## src/rtl/fb_pkg.sv

```systemverilog
// Shared definitions for the HUB75 framebuffer path.
//   COLS/ROWS   : panel geometry; ROWS/2 rows per memory bank
//   SYNC        : packet header byte
//   state_e     : stream loader FSM states
//   R/G/B_*     : RGB565 field positions, shared with the scan-out colour decoder
package fb_pkg;

    localparam int unsigned COLS  = 64;
    localparam int unsigned ROWS  = 32;
    localparam int unsigned COL_W = 6;
    localparam logic [7:0]  SYNC  = 8'hA5;

    localparam int unsigned R_MSB = 15;
    localparam int unsigned R_LSB = 11;
    localparam int unsigned G_MSB = 10;
    localparam int unsigned G_LSB = 5;
    localparam int unsigned B_MSB = 4;
    localparam int unsigned B_LSB = 0;

    typedef enum logic [2:0] {
        ST_HUNT,
        ST_ROW,
        ST_COL,
        ST_CNT,
        ST_PIX_HI,
        ST_PIX_LO,
        ST_DISCARD
    } state_e;

    // Pixel count is usable only if it names between 1 and COLS pixels.
    function automatic logic cnt_ok(input logic [7:0] cnt);
        return (cnt != 8'd0) && (cnt <= 8'(COLS));
    endfunction

endpackage

```

## src/rtl/fb_stream_loader.sv

```systemverilog
// Framebuffer writer: parses SYNC/ROW/COL/CNT pixel-run packets from a byte
// stream and writes RGB565 words into the two display banks.
// Ports:
//   clk, rst_n        clock, asynchronous active-low reset
//   in_data/in_valid  stream byte and its valid; consumed when in_ready is high
//   in_ready          high whenever out of reset (one byte per clock)
//   wen0/wen1         registered write strobes, bank0 rows 0..15, bank1 rows 16..31
//   waddr/wdata       {row[3:0], col[5:0]} and RGB565 word; hold when no write
//   pkt_done          pulses with the last write of a packet
//   pkt_err           pulses when a header has a bad count or out-of-range row
module fb_stream_loader
    import fb_pkg::*;
(
    input  logic        clk,
    input  logic        rst_n,
    input  logic [7:0]  in_data,
    input  logic        in_valid,
    output logic        in_ready,
    output logic        wen0,
    output logic        wen1,
    output logic [9:0]  waddr,
    output logic [15:0] wdata,
    output logic        pkt_done,
    output logic        pkt_err
);

    state_e           state_q, state_d;
    logic [7:0]       row_q, row_d;
    logic [COL_W-1:0] col_q, col_d;
    logic [7:0]       rem_q, rem_d;
    logic [7:0]       hi_q, hi_d;
    logic             ready_q, ready_d;
    logic             wen0_q, wen0_d;
    logic             wen1_q, wen1_d;
    logic [9:0]       waddr_q, waddr_d;
    logic [15:0]      wdata_q, wdata_d;
    logic             done_q, done_d;
    logic             err_q, err_d;
    logic             accept;

    // ready_q comes up one clock after reset release and then stays high.
    assign accept = in_valid && ready_q;

    always_comb begin
        state_d = state_q;
        row_d   = row_q;
        col_d   = col_q;
        rem_d   = rem_q;
        hi_d    = hi_q;
        ready_d = 1'b1;
        wen0_d  = 1'b0;
        wen1_d  = 1'b0;
        waddr_d = waddr_q;
        wdata_d = wdata_q;
        done_d  = 1'b0;
        err_d   = 1'b0;
        if (accept) begin
            unique case (state_q)
                ST_HUNT: begin
                    if (in_data == SYNC) state_d = ST_ROW;
                end
                ST_ROW: begin
                    row_d   = in_data;
                    state_d = ST_COL;
                end
                ST_COL: begin
                    col_d   = in_data[COL_W-1:0];
                    state_d = ST_CNT;
                end
                ST_CNT: begin
                    if (!cnt_ok(in_data)) begin
                        err_d   = 1'b1;
                        state_d = ST_HUNT;
                    end else if (row_q >= 8'(ROWS)) begin
                        // Count <= COLS, so twice it still fits in 8 bits.
                        err_d   = 1'b1;
                        rem_d   = {in_data[6:0], 1'b0};
                        state_d = ST_DISCARD;
                    end else begin
                        rem_d   = in_data;
                        state_d = ST_PIX_HI;
                    end
                end
                ST_PIX_HI: begin
                    hi_d    = in_data;
                    state_d = ST_PIX_LO;
                end
                ST_PIX_LO: begin
                    wen1_d  = row_q[4];
                    wen0_d  = ~row_q[4];
                    waddr_d = {row_q[3:0], col_q};
                    wdata_d = {hi_q, in_data};
                    done_d  = (rem_q == 8'd1);
                    rem_d   = rem_q - 8'd1;
                    col_d   = col_q + 1'b1;
                    state_d = (rem_q == 8'd1) ? ST_HUNT : ST_PIX_HI;
                end
                ST_DISCARD: begin
                    rem_d = rem_q - 8'd1;
                    if (rem_q == 8'd1) state_d = ST_HUNT;
                end
                default: state_d = ST_HUNT;
            endcase
        end
    end

    always_ff @(posedge clk or negedge rst_n) begin
        if (!rst_n) begin
            state_q <= ST_HUNT;
            row_q   <= '0;
            col_q   <= '0;
            rem_q   <= '0;
            hi_q    <= '0;
            ready_q <= 1'b0;
            wen0_q  <= 1'b0;
            wen1_q  <= 1'b0;
            waddr_q <= '0;
            wdata_q <= '0;
            done_q  <= 1'b0;
            err_q   <= 1'b0;
        end else begin
            state_q <= state_d;
            row_q   <= row_d;
            col_q   <= col_d;
            rem_q   <= rem_d;
            hi_q    <= hi_d;
            ready_q <= ready_d;
            wen0_q  <= wen0_d;
            wen1_q  <= wen1_d;
            waddr_q <= waddr_d;
            wdata_q <= wdata_d;
            done_q  <= done_d;
            err_q   <= err_d;
        end
    end

    assign in_ready = ready_q;
    assign wen0     = wen0_q;
    assign wen1     = wen1_q;
    assign waddr    = waddr_q;
    assign wdata    = wdata_q;
    assign pkt_done = done_q;
    assign pkt_err  = err_q;

endmodule

```

## config.mk

```make
export PLATFORM = sky130hd
export DESIGN_NAME = fb_stream_loader
export DESIGN_NICKNAME = d
export VERILOG_FILES = /design/src/rtl/fb_pkg.sv /design/src/rtl/fb_stream_loader.sv
export SDC_FILE = /design/constraint.sdc
export NUM_CORES = 1
export LEC_CHECK = 0
export ABC_CLOCK_PERIOD_IN_PS = 1850
export BUFFER_PORTS_ARGS = -buffer_cell sky130_fd_sc_hd__buf_2
export CAP_MARGIN = 20
export CORE_MARGIN = 3
export CORE_UTILIZATION = 51
export DETAILED_ROUTE_END_ITERATION = 6
export PLACE_DENSITY_LB_ADDON = 0.08
export SETUP_SLACK_MARGIN = 0.1
export SYNTH_ARGS = -nofsm -noshare
export SYNTH_HDL_FRONTEND = slang
export SYNTH_SLANG_ARGS = --single-unit
```

## constraint.sdc

```tcl
create_clock -name clk -period 1.85 [get_ports clk]
set_clock_uncertainty 0.1 [all_clocks]
set_input_delay 0.185 -clock clk [delete_from_list [all_inputs] [get_ports clk]]
set_output_delay 0.185 -clock clk [all_outputs]
set_load 0.02 [all_outputs]
```

== Word-level counts from Yosys, hierarchy flattened ==
Index checks and enable logic that the tools add are counted.
Storage, ports and cells
  output and inout bits: 31
  register bits: 64
  memory bits (writable): 0
  latch bits: 0
  bits of input ports: 11
  word-level logic and storage cells: 61
  memories kept: 0
  memory bits (read-only): 0
Operators by class
  reduce and logical (&&, ||, !) cells: 13
  shifts and indexed selects: 0
  equality and inequality tests: 11
  div/mod/pow operators: 0
  multiplexer cells: 20
  multiply operators: 0
  bitwise gates (word level): 1
  add/sub/neg operators: 2
  order comparisons: 2
Operator list (number)
  $pmux 3 s7: 1
  $mux 8: 2
  $pmux 8 s2: 1
  $mux 3: 4
  $pmux 6 s2: 1
  $mux 1: 10
  $eq 3x3->1 const B: 3
  $eq 8x1->1 const B: 1
  $eq 8x8->1 const B: 1
  $ge 8x6->1 const B: 1
  $le 8x7->1 const B: 1
  $reduce_and 2->1: 4
  $reduce_bool 8->1: 1
  $sub 8x1->8 const B: 1
  $add 6x1->6 const B: 1
  $eq 3x2->1 const B: 2
  $ne 2x2->1 const B: 3
  $reduce_and 3->1: 2
  $reduce_bool 2->1: 2
  $eq 3x1->1 const B: 1
  $logic_not 3->1: 1
  $logic_and 1x1->1: 2
  $mux 2: 1
  $reduce_or 2->1: 1
  $not 1->1: 1

== Logic depth before layout (Yosys ltp) ==
Gate-level depths: netlist of run 1.
  word-level depth: 5
  depth in mapped cells: 6
  gate-level depth less buffers: 6

== Worst setup path after synthesis of run 1 ==
OpenSTA, ideal clock, no wires.
  path kind: input port to flip-flop
  start point: input in_data[4]
  end point: register rem_q[7]
  data required time: 1.628 ns
  cell stages on the path: 6
  library setup time: 0.122 ns
  buffers on the path: 2
  path slack: -0.046 ns
  data arrival time: 1.674 ns
  path through: or3_1 > buf_2 > o2111a_2 > or3_1 > buf_6 > a32o_1
On the way
  word-level cells in the longest chain between the ends: 4
  elaborated cells on any way between the ends: 5
  those cells by class: 1 x order compare; 1 x eq/ne; 3 x reduce/logical
RTL lines
  start: declaration: RTL line fb_stream_loader.sv:16  | input logic [7:0] in_data,
  $le 8x7->1 or $reduce_bool 8->1 (tied branches): RTL line fb_pkg.sv:32  | return (cnt != 8'd0) && (cnt <= 8'(COLS));
  $logic_and 1x1->1 (*): RTL line fb_pkg.sv:32
  $ne 2x2->1 (no line) (*)
  $reduce_and 3->1 (no line) (*)
  end signal: assignment: RTL line fb_stream_loader.sv:125  | rem_q <= rem_d;
  end: declaration: RTL line fb_stream_loader.sv:30  | logic [7:0] rem_q, rem_d;
Mark *: on every way between the ends. The rest lies on a longest branch, timed or not.
A chain may end at the register's enable or synchronous reset.

== Final worst setup path of run 1 ==
  start point: register state_q[2]
  end point: register rem_q[1]
On the way
  word-level cells in the longest chain between the ends: 4
  elaborated cells on any way between the ends: 8
  those cells by class: 4 x eq/ne; 1 x mux; 3 x reduce/logical
RTL lines
  start: declaration: RTL line fb_stream_loader.sv:27  | state_e state_q, state_d;
  start signal: assignment: RTL line fb_stream_loader.sv:122  | state_q <= state_d;
  $eq 3x3->1: RTL line fb_stream_loader.sv:58  | unique case (state_q)
  $reduce_or 2->1 (no line)
  $reduce_bool 2->1 (no line)
  $reduce_and 3->1 (no line)
Parallel ways exist; a longest one is shown, timed or not.

==> results by group, run 1 <==
Global routing
  • Vias in the first global route: 2561
  • Initial antenna violation count: 0
  • GRT overflow: 0
  • Global-route wire length before repair: 13350 microns
  • Largest net degree at the start of global routing: 65
  • Total track usage: 0.2447

Setup path
  • Crit path cell chain: buf_6 > nand3b_1 > nor4_4 > or3_4 > mux2i_1
  • Critical path class: flop to flop
  • Worst path max stage delay: 430 ps
  • Slowest cell on the critical path: dfrtp_2
  • Critical Path End Type: flop
  • CP max FO: 8
  • Req. time, crit path: 2020 ps
  • Arr. time, crit path: 1950 ps
  • Setup crit start kind: flop

Die
  • Die width: 83.72 microns
  • Die ar.: 7009 sq um
  • I/O pin cnt: 42
  • Initial Util: 0.5428
  • Placement row count: 27
  • Core box area: 5675 sq um
  • Die Height: 83.72 microns

Yosys
  • Sequential area share after synthesis: 0.5199
  • Synth cell types: 44
  • Fraction of registers with async set/reset: 1.000
  • Synth Instances: 269
  • Cell Area, Synth: 3080 sq um
  • Syn avg cell area: 11.45 sq um
  • Yosys warnings: 0
  • Register bit total from synthesis: 64
  • Main synth FF type: dfrtp_1
  • EDFF count, synth: 0
  • Synthesized Nets: 283

Place
  • Hpwl dp: 5223 microns
  • Routability cong.: 0.8431
  • Post-DP Area: 3717 sq um
  • PortBufs: 41
  • Place WS: -108.5 ps

Pwr
  • Sw Pwr: 1.724 mW
  • Tot Pwr: 5.285 mW
  • Maximum vdd drop: 0.7105 mV
  • Clock group share of total power: 0.288
  • Sequential power share: 0.373
  • Comb power frac: 0.340
  • Switching Fraction: 0.3262
  • Internal: 3.561 mW
  • P per Cell Area: 1257 nW/um^2
  • Leakage power: 2.142 nW

Job
  • Max cap viols: 0

STA
  • Fmax: 562.4 MHz
  • RSZ-0062 raised after global routing: true
  • Final Hold Viols: 0
  • Tmin final: 1778 ps
  • Final period util: 0.9612
  • Final setup violation count: 0
  • Final Worst Setup Slack: 71.87 ps
  • Slew Limit Fails: 0
  • Hold WS: 97.04 ps

Status
  • Status: completed

Drt
  • Drc violations: 0
  • Via density: 5.833
  • Final ANT Viol Nets: 0
  • DRT iter0 DRCs: 138
  • Vias post-DR: 2578
  • 1st-pass router iterations: 4
  • Wirelength per Cell: 18.54 microns
  • Routed wire length: 8196 microns

Clock tree
  • CTS Buf Count: 9
  • Worst skew pair latency: 340 ps
  • CTS tree: yes
  • Root Driver: clkbuf_8
  • Clock-pin slew on the worst setup and hold paths: 70 ps
  • Clk buf depth: 2
  • # H-tree levels: 3
  • CTS sink cnt: 64

Layout
  • Share of cells above drive strength 1: 0.4811
  • Nets: 379
  • FILL cells: 397
  • ANT cells: 0
  • Register area: 1605 sq um
  • Final non-filler cell area: 4203 sq um
  • Multi-input logic area: 1491 sq um
  • Area Growth Syn to Fin: 36.43%

Worst hold path
  • Worst min-delay path category: primary input to flop
[timing repair]
action,CTS,global route
pin swaps,5,10
endpoints found under the hold margin,64,0
hold buffers,1,0
setup endpoints to repair,35,29
setup buffers,7,5
gates resized for setup,13,14
cloned,1,1
[layer usage]
| layer | track usage | wire length (microns) | vias to the layer above |
|---|---|---|---|
| met3 | 0.05923 | 494 | 10 |
| li1 | - | - | 1199 |
| met2 | 0.3789 | 3953 | 88 |
| met5 | 0 | 0 | - |
| met1 | 0.3342 | 3637 | 1281 |
| met4 | 0.09064 | 111 | 0 |
[power by group through the flow]
stage	registers, mW	logic (mW)	clock network (mW)
after floorplan	1.97	0.935	0
after global placement	1.97	1.55	0
after detailed placement	1.97	1.56	0
after CTS	1.94	1.69	1.54
after global routing	2.02	1.96	1.60
final	1.97	1.79	1.52
[registers in the layout, summed over array words and instances (netlist names)]
name / cells
wdata: 16
waddr: 10
hi_q: 8
rem_q: 8
row_q: 8
col_q: 6
state_q: 3
in_ready: 1
pkt_done: 1
pkt_err: 1
wen0: 1
wen1: 1
[synthesized netlist by cell type (all sizes together), types with 4 or more instances]
cell type | count | share of area
dfrtp | 64 | 0.52
mux2 | 39 | 0.14
o21ai | 19 | 0.031
nor2 | 16 | 0.019
clkbuf | 12 | 0.015
nand2 | 11 | 0.013
mux2i | 10 | 0.032
a31oi | 7 | 0.014
nand3 | 7 | 0.011
inv | 6 | 0.0073
nand4 | 6 | 0.012
nor3 | 6 | 0.0097
nor4 | 5 | 0.012
or3 | 5 | 0.012
a21oi | 4 | 0.0065
and3 | 4 | 0.0081
nor3b | 4 | 0.0097
o22a | 4 | 0.011
[kinds of logic (layout without fill, tap and decap cells)]
| group | after synthesis | after routing | synth area share |
|---|---|---|---|
| muxes | 49 | 49 | 0.1751 |
| adders and majority gates | 3 | 3 | 0.01219 |
| other | 1 | 1 | 0.001217 |
| and+or+nand+nor | 77 | 77 | 0.1418 |
| buffers and inverters | 21 | 122 | 0.02884 |
| xor gates and xnor gates | 2 | 2 | 0.005687 |
| AOI/OAI and AO/OA | 52 | 52 | 0.1153 |
| DFF | 64 | 64 | 0.5199 |
[final timing paths]
path	startpoint	endpoint	slack [ps]	cells past startpoint
setup / recovery	state_q[2]$_DFFE_PN0P_	rem_q[1]$_DFFE_PN0P_	70	5
hold / removal	in_data[7]	hi_q[7]$_DFFE_PN0P_	100	2
setup reg to reg	state_q[2]$_DFFE_PN0P_	rem_q[1]$_DFFE_PN0P_	70	5
hold reg to reg	row_q[4]$_DFFE_PN0P_	wen0$_DFF_PN0_	350	1
max in group asynchronous	rst_n	state_q[2]$_DFFE_PN0P_	1040	3
min in group asynchronous	rst_n	rem_q[7]$_DFFE_PN0P_	250	3
[metrics by stage]
| step | util | TNS, ps | std cells |
|---|---|---|---|
| 2_1_floorplan | - | 0 | 269 |
| 3_3_place_gp | 0.6550 | -732.5 | 413 |
| 3_5_place_dp | 0.6550 | -727.8 | 413 |
| 4_1_cts | 0.7218 | 0 | 437 |
| 5_1_grt | 0.7405 | -33.39 | 442 |
| 6_report | 0.7405 | 0 | 442 |
[cell usage in the layout (no fill, tap or decap), drive strengths merged, types with 5 or more instances in the layout]
| cell type | instances |
|---|---|
| mux2 | 39 |
| nor2 | 16 |
| a31oi | 7 |
| buf | 98 |
| nand2 | 11 |
| inv | 7 |
| mux2i | 10 |
| nor4 | 5 |
| clkbuf | 11 |
| nand3 | 7 |
| nand4 | 6 |
| o21ai | 19 |
| dfrtp | 64 |
| nor3 | 6 |
| or3 | 5 |
[critical path: cells and delay by family (launching register included)]
kind	cells	cell delay, ps
and+or+nand+nor	3	880
DFF	1	430
muxes	1	180
buffers and inverters	1	130
[layout make-up]
type	count	area share
Inverter	6	0.005359
Sequential cell	64	0.3820
Clock buffer	10	0.03275
Clock inverter	6	0.02739
Multi-Input combinational cell	184	0.3549
Tap cell	72	0.02143
Timing Repair Buffer	100	0.1762
Power figures use the tool's default switching activity.
==> run 2: changes to the inputs <==
--- a/config.mk
+++ b/config.mk
@@ -5,11 +5,12 @@
 export SDC_FILE = /design/constraint.sdc
 export NUM_CORES = 1
 export LEC_CHECK = 0
+export ABC_AREA = 1
 export ABC_CLOCK_PERIOD_IN_PS = 1850
 export BUFFER_PORTS_ARGS = -buffer_cell sky130_fd_sc_hd__buf_2
 export CAP_MARGIN = 20
 export CORE_MARGIN = 3
-export CORE_UTILIZATION = 51
+export CORE_UTILIZATION = 52
 export DETAILED_ROUTE_END_ITERATION = 6
 export PLACE_DENSITY_LB_ADDON = 0.08
 export SETUP_SLACK_MARGIN = 0.1
==> results by group, run 2 <==
Drt
  • 1st-pass router iterations: 4 (unchanged)
  • Drc violations: 0 (unchanged)
  • DRT iter0 DRCs: 139 (+0.72%)
  • Vias post-DR: 2566 (-0.47%)
  • Via density: 5.205 (-11%)
  • Final ANT Viol Nets: 0 (unchanged)
  • Routed wire length: 6989 microns (-15%)
  • Wirelength per Cell: 14.18 microns (-24%)

Layout
  • Finished Layout Cells: 493 (+12%)
  • Final non-filler cell area: 3680 sq um (-12%)
  • Core Util, Final: 0.6445 (-0.09599)
  • Most common cell after layout, fill and taps aside: nand2_1
  • Max FFs per register: 16 (unchanged)
  • Share of cells above drive strength 1: 0.2233 (-0.2578)
  • Area Growth Syn to Fin: 15.15%
  • Most frequent cells in the layout: nand2_1, dfrtp_1, o21ai_0, buf_2, inv_1
  • Nets: 430 (+13%)
  • ANT cells: 0 (unchanged)

Clock tree
  • # H-tree levels: 3 (unchanged)
  • CTS tree: yes
  • Post-CTS Setup Inserts: 0 (-7)
  • CTS sink cnt: 64 (unchanged)
  • Root Driver: clkbuf_8
  • Clk buf depth: 2 (unchanged)
  • CTS Buf Count: 9 (unchanged)
  • Clock-pin slew on the worst setup and hold paths: 80 ps (about the same)
  • Worst skew pair latency: 340 ps (about the same)

Pwr
  • Sw Pwr: 1.903 mW (+10%)
  • Clock group share of total power: 0.238 (-0.050)
  • Leakage power: 1.991 nW (-7.0%)
  • Sequential power share: 0.419 (+0.046)
  • Switching Fraction: 0.3881 (+0.06185)
  • Maximum vdd drop: 0.7341 mV (+3.3%)
  • Comb power frac: 0.343 (+0.003)
  • Internal: 3.000 mW (-16%)
  • Tot Pwr: 4.903 mW (-7.2%)
  • P per Cell Area: 1332 nW/um^2 (+6.0%)

Global routing
  • Vias in the first global route: 2325 (-9.2%)
  • Largest net degree at the start of global routing: 65 (unchanged)
  • Total track usage: 0.2046 (-0.04012)
  • Global-route wire length before repair: 11590 microns (-13%)
  • Initial antenna violation count: 0 (unchanged)
  • GRT overflow: 0 (unchanged)

Setup path
  • Critical Path End Type: flop
  • Critical path class: flop to flop
  • Arr. time, crit path: 1840 ps (-110 ps)
  • CP max FO: 11 (+3)
  • Req. time, crit path: 1980 ps (-40 ps)
  • CP startpoint: state_q[0]$_DFFE_PN0P_
  • Setup crit start kind: flop
  • FF-to-FF Start: state_q[0]$_DFFE_PN0P_

Yosys
  • Most frequent cell after synthesis: nand2_1
  • Sequential area share after synthesis: 0.5012 (-0.01873)
  • EDFF count, synth: 0 (unchanged)
  • Synth top cells by count: nand2_1, dfrtp_1, o21ai_0, inv_1, nand3_1
  • Yosys top cell by area: dfrtp_1
  • Fraction of registers with async set/reset: 1.000 (unchanged)
  • Yosys warnings: 0 (unchanged)
  • Synth cell types: 32 (-27%)
  • Dominant cells by area after synthesis: dfrtp_1, nand2_1, o21ai_0
  • Cell Area, Synth: 3196 sq um (+3.7%)
  • Register bit total from synthesis: 64 (unchanged)
  • Top cell type's share of synthesized area: 0.5012 (-0.01873)
  • Synthesized Nets: 381 (+35%)
  • Synth Instances: 367 (+36%)
  • Syn avg cell area: 8.707 sq um (-24%)
  • Main synth FF type: dfrtp_1

STA
  • Final period util: 0.9223 (-0.03886)
  • Final Hold Viols: 0 (unchanged)
  • Setup TNS: 0 ps (unchanged)
  • RSZ-0062 raised after global routing: true
  • Final setup violation count: 0 (unchanged)
  • Slew Limit Fails: 0 (unchanged)
  • Fmax: 586.1 MHz (+4.2%)
  • Final Worst Setup Slack: 143.8 ps (+71.90 ps)
  • Hold WS: 53.53 ps (-43.51 ps)
  • Tmin final: 1706 ps (-71.90 ps)

Place
  • Post-DP Area: 3476 sq um (-6.5%)
  • Place WS: 148.6 ps (+257.1 ps)
  • Routability cong.: 0.8924 (+5.8%)
  • Hpwl dp: 4905 microns (-6.1%)
  • PortBufs: 41 (unchanged)
  • Placed insts: 476 (+15%)

Status
  • Status: completed

Die
  • Die ar.: 7122 sq um (+1.6%)
  • Core box area: 5709 sq um (+0.60%)
  • Initial Util: 0.5597 (+0.01695)
  • Die width: 84.39 microns (+0.80%)
  • I/O pin cnt: 42 (unchanged)
  • Die Height: 84.39 microns (+0.80%)
  • Placement row count: 27 (unchanged)

Worst hold path
  • Worst min-delay path category: primary input to flop
  • Min-delay src: in_data[5]

Job
  • Max cap viols: 0 (unchanged)
## run 2: cell count changes in the layout (fill, tap and decap cells not counted), moves of 23 or more
cell	previous run	this run
nand3_1	7	30
nand2_1	10	115
mux2_2	39	2
inv_1	4	31
o21ai_0	17	41
buf_4	49	7
## run 2: routing by layer
layer | share of wire | wire (microns) | track usage
met3 | 0.052 | 366 | 0.05005
met4 | 0.018 | 124 | 0.05612
met1 | 0.48 | 3373 | 0.2887
met5 | 0 | 0 | 0
met2 | 0.45 | 3124 | 0.3171
## run 2: critical path, stage by stage, from the launching register on
cell     delay (ps)
dfrtp_1         490
nand3_4         200
inv_8            70
nor2_2          350
nand2_2         200
nand3_1         120
nand2_1          60
## run 2: repair_timing
item                                   CTS  global route
resized for setup                        0             3
setup endpoints to repair                0            25
hold buffers                             1             0
endpoints found under the hold margin   64             0
## run 2: final cells by class
type,instances,area [sq um]
sequential,64,1603
fill,525,2029
clock inverter,6,60.06
tap,72,90.09
multi-input combinational,257,1376
clock buffer,10,127.6
inverter,34,135.1
timing repair buffer,50,287.8
## run 2: logic make-up after synthesis
logic type	after synthesis	synth area share
simple gates	181	0.2475
flops	64	0.5012
compound gates	56	0.1018
buf+inv	46	0.06969
mux	13	0.05873
fa+ha+maj	3	0.01175
xor+xnor	3	0.008224
other cells	1	0.001174
## run 2: worst paths after layout
kind | to | slack (ps) | cells past startpoint
worst max-delay path | rem_q[1]$_DFFE_PN0P_ | 140 | 6
worst min-delay path | col_q[5]$_DFFE_PN0P_ | 50 | 3
worst max register to register | rem_q[1]$_DFFE_PN0P_ | 140 | 6
worst min register to register | wen0$_DFF_PN0_ | 350 | 1
max in group asynchronous | state_q[2]$_DFFE_PN0P_ | 1100 | 3
min in group asynchronous | wen0$_DFF_PN0_ | 280 | 3
## run 2: power by group through the flow
stage	clock (mW)	combinational, mW	sequential (mW)
3_3_place_gp	0	1.63	2.06
2_1_floorplan	0	1.26	2.07
6_report	1.17	1.68	2.06
4_1_cts	1.19	1.67	2.05
3_5_place_dp	0	1.66	2.08
5_1_grt	1.25	1.90	2.11
==> run 3: changes to the inputs <==
--- a/config.mk
+++ b/config.mk
@@ -6,14 +6,13 @@
 export NUM_CORES = 1
 export LEC_CHECK = 0
 export ABC_AREA = 1
-export ABC_CLOCK_PERIOD_IN_PS = 1850
+export ABC_CLOCK_PERIOD_IN_PS = 1950
 export BUFFER_PORTS_ARGS = -buffer_cell sky130_fd_sc_hd__buf_2
 export CAP_MARGIN = 20
 export CORE_MARGIN = 3
-export CORE_UTILIZATION = 52
+export CORE_UTILIZATION = 57
 export DETAILED_ROUTE_END_ITERATION = 6
 export PLACE_DENSITY_LB_ADDON = 0.08
-export SETUP_SLACK_MARGIN = 0.1
 export SYNTH_ARGS = -nofsm -noshare
 export SYNTH_HDL_FRONTEND = slang
 export SYNTH_SLANG_ARGS = --single-unit
==> constraint.sdc (replaced) <==
create_clock -name clk -period 1.95 [get_ports clk]
set_clock_uncertainty 0.1 [all_clocks]
set_input_delay 0.195 -clock clk [delete_from_list [all_inputs] [get_ports clk]]
set_output_delay 0.195 -clock clk [all_outputs]
set_load 0.02 [all_outputs]
==> results by group, run 3 (same netlist as run 2, synthesis figures left out) <==
Layout
  • Share of cells above drive strength 1: 0.2086 (-0.01464)
  • ANT cells: 0 (unchanged)
  • Area Growth Syn to Fin: 14.64%
  • Max FFs per register: 16 (unchanged)
  • Nets: 427 (-0.70%)
  • Most common cell after layout, fill and taps aside: nand2_1
  • Final non-filler cell area: 3664 sq um (-0.44%)
  • Most frequent cells in the layout: nand2_1, dfrtp_1, o21ai_0, buf_2, inv_1
  • Core Util, Final: 0.6952 (+0.05063)
  • Finished Layout Cells: 487 (-1.2%)

Drt
  • DRT iter0 DRCs: 123 (-12%)
  • Vias post-DR: 2561 (-0.19%)
  • Via density: 5.259 (+1.0%)
  • Wirelength per Cell: 14.28 microns (+0.70%)
  • Routed wire length: 6952 microns (-0.53%)
  • Drc violations: 0 (unchanged)
  • 1st-pass router iterations: 4 (unchanged)
  • Final ANT Viol Nets: 0 (unchanged)

Die
  • I/O pin cnt: 42 (unchanged)
  • Die width: 80.88 microns (-4.2%)
  • Core box area: 5270 sq um (-7.7%)
  • Die Height: 80.88 microns (-4.2%)
  • Die ar.: 6541 sq um (-8.2%)
  • Placement row count: 26 (-3.7%)
  • Initial Util: 0.6064 (+0.04664)

Job
  • Max cap viols: 0 (unchanged)

Clock tree
  • Clock-pin slew on the worst setup and hold paths: 70 ps (about the same)
  • CTS tree: yes
  • # H-tree levels: 3 (unchanged)
  • Post-CTS Setup Inserts: 0 (unchanged)
  • CTS Buf Count: 9 (unchanged)
  • Root Driver: clkbuf_8
  • Worst skew pair latency: 350 ps (about the same)
  • CTS sink cnt: 64 (unchanged)
  • Clk buf depth: 2 (unchanged)

Setup path
  • Setup crit start kind: flop
  • Reg2reg path depth: 7 (+1)
  • FF-to-FF Start: state_q[2]$_DFFE_PN0P_
  • Critical Path End Type: flop
  • CP max FO: 11 (unchanged)
  • Critical path class: flop to flop
  • Req. time, crit path: 2130 ps (+150 ps)
  • R2R setup slack: 210 ps (+60 ps)
  • Reg2reg end: rem_q[2]$_DFFE_PN0P_
  • Arr. time, crit path: 1930 ps (+90 ps)

Global routing
  • Initial antenna violation count: 0 (unchanged)
  • Vias in the first global route: 2420 (+4.1%)
  • Total track usage: 0.2368 (+0.03224)
  • Largest net degree at the start of global routing: 65 (unchanged)
  • Global-route wire length before repair: 11640 microns (+0.47%)
  • GRT overflow: 0 (unchanged)

Place
  • Hpwl dp: 4720 microns (-3.8%)
  • PortBufs: 41 (unchanged)
  • Routability cong.: 0.8948 (+0.27%)
  • Post-DP Area: 3451 sq um (-0.72%)
  • Placed insts: 471 (-1.1%)

STA
  • Slew Limit Fails: 0 (unchanged)
  • Hold WS: 75.49 ps (+21.96 ps)
  • RSZ-0062 raised after global routing: false
  • Fmax: 573.5 MHz (-2.1%)
  • Tmin final: 1744 ps (+37.42 ps)
  • Setup TNS: 0 ps (unchanged)
  • Final period util: 0.8942 (-0.02811)
  • Final Hold Viols: 0 (unchanged)
  • Final setup violation count: 0 (unchanged)

Status
  • Status: completed

Worst hold path
  • Min-delay src: in_data[5]
  • Hold Crit Depth: 3 (unchanged)
  • Worst min-delay path category: primary input to flop
  • Worst Hold Path EP: col_q[5]$_DFFE_PN0P_

Pwr
  • Maximum vdd drop: 1.010 mV (+38%)
  • Leakage power: 1.988 nW (-0.18%)
  • P per Cell Area: 1296 nW/um^2 (-2.8%)
run 3: cell count changes in the layout (fill, tap and decap cells not counted):
cell        delta
bufinv_16      +1
nor2_2         -2
clkinvlp_4     -2
clkinv_2       -1
buf_4          -3
clkbuf_1       +1
nor2_1         +2
run 3: worst max-delay path, stage by stage (launching register included):
cell      delay (ps)
dfrtp_2          500
nand2_1          160
nor2_1            80
nor2_2           380
o211ai_1         200
nand2_1          110
nand3_1           70
nand2_1           80
run 3: worst max-delay path by stage:
stage / startpoint / to / slack, ps / depth (start not counted)
after floorplan: state_q[1]$_DFFE_PN0P_ / waddr[3]$_DFFE_PN0P_ / 470 / 6
after global placement: state_q[2]$_DFFE_PN0P_ / rem_q[5]$_DFFE_PN0P_ / 240 / 7
after detailed placement: state_q[2]$_DFFE_PN0P_ / col_q[1]$_DFFE_PN0P_ / 190 / 6
after CTS: state_q[2]$_DFFE_PN0P_ / col_q[3]$_DFFE_PN0P_ / 150 / 6
after global routing: state_q[2]$_DFFE_PN0P_ / rem_q[2]$_DFFE_PN0P_ / 50 / 7
final: state_q[2]$_DFFE_PN0P_ / rem_q[2]$_DFFE_PN0P_ / 210 / 7
run 3: final cells by class:
class | count | area [sq um]
tap | 70 | 87.58
sequential | 64 | 1603
clock buffer | 11 | 131.4
clock inverter | 4 | 70.07
multi-input combinational | 257 | 1371
inverter | 34 | 135.1
fill | 434 | 1607
timing repair buffer | 47 | 265.3
run 3: per-layer routing:
metal | up-vias | wire length (microns) | global-route usage
met5 | - | 0 | 0
met4 | 0 | 123 | 0.09459
met2 | 79 | 3098 | 0.3637
met3 | 12 | 381 | 0.06208
met1 | 1188 | 3349 | 0.3205
li1 | 1282 | - | -
run 3: metrics by stage:
step / setup slack [ps] / power [mW]
after floorplan: 472.1 / 3.163
after global placement: 238.6 / 3.483
after detailed placement: 191.1 / 3.527
after CTS: 147.7 / 4.752
after global routing: 53.89 / 5.109
final: 206.3 / 4.747
run 3: what timing repair did:
action	in CTS	in global routing
endpoints found under the hold margin	64	0
hold buffers	1	0
setup endpoints to repair	0	2
gates resized for setup	0	1
run 3: power by group:
part / switching, mW / internal (mW)
logic: 0.996 / 0.581
clock network: 0.499 / 0.709
registers: 0.291 / 1.67
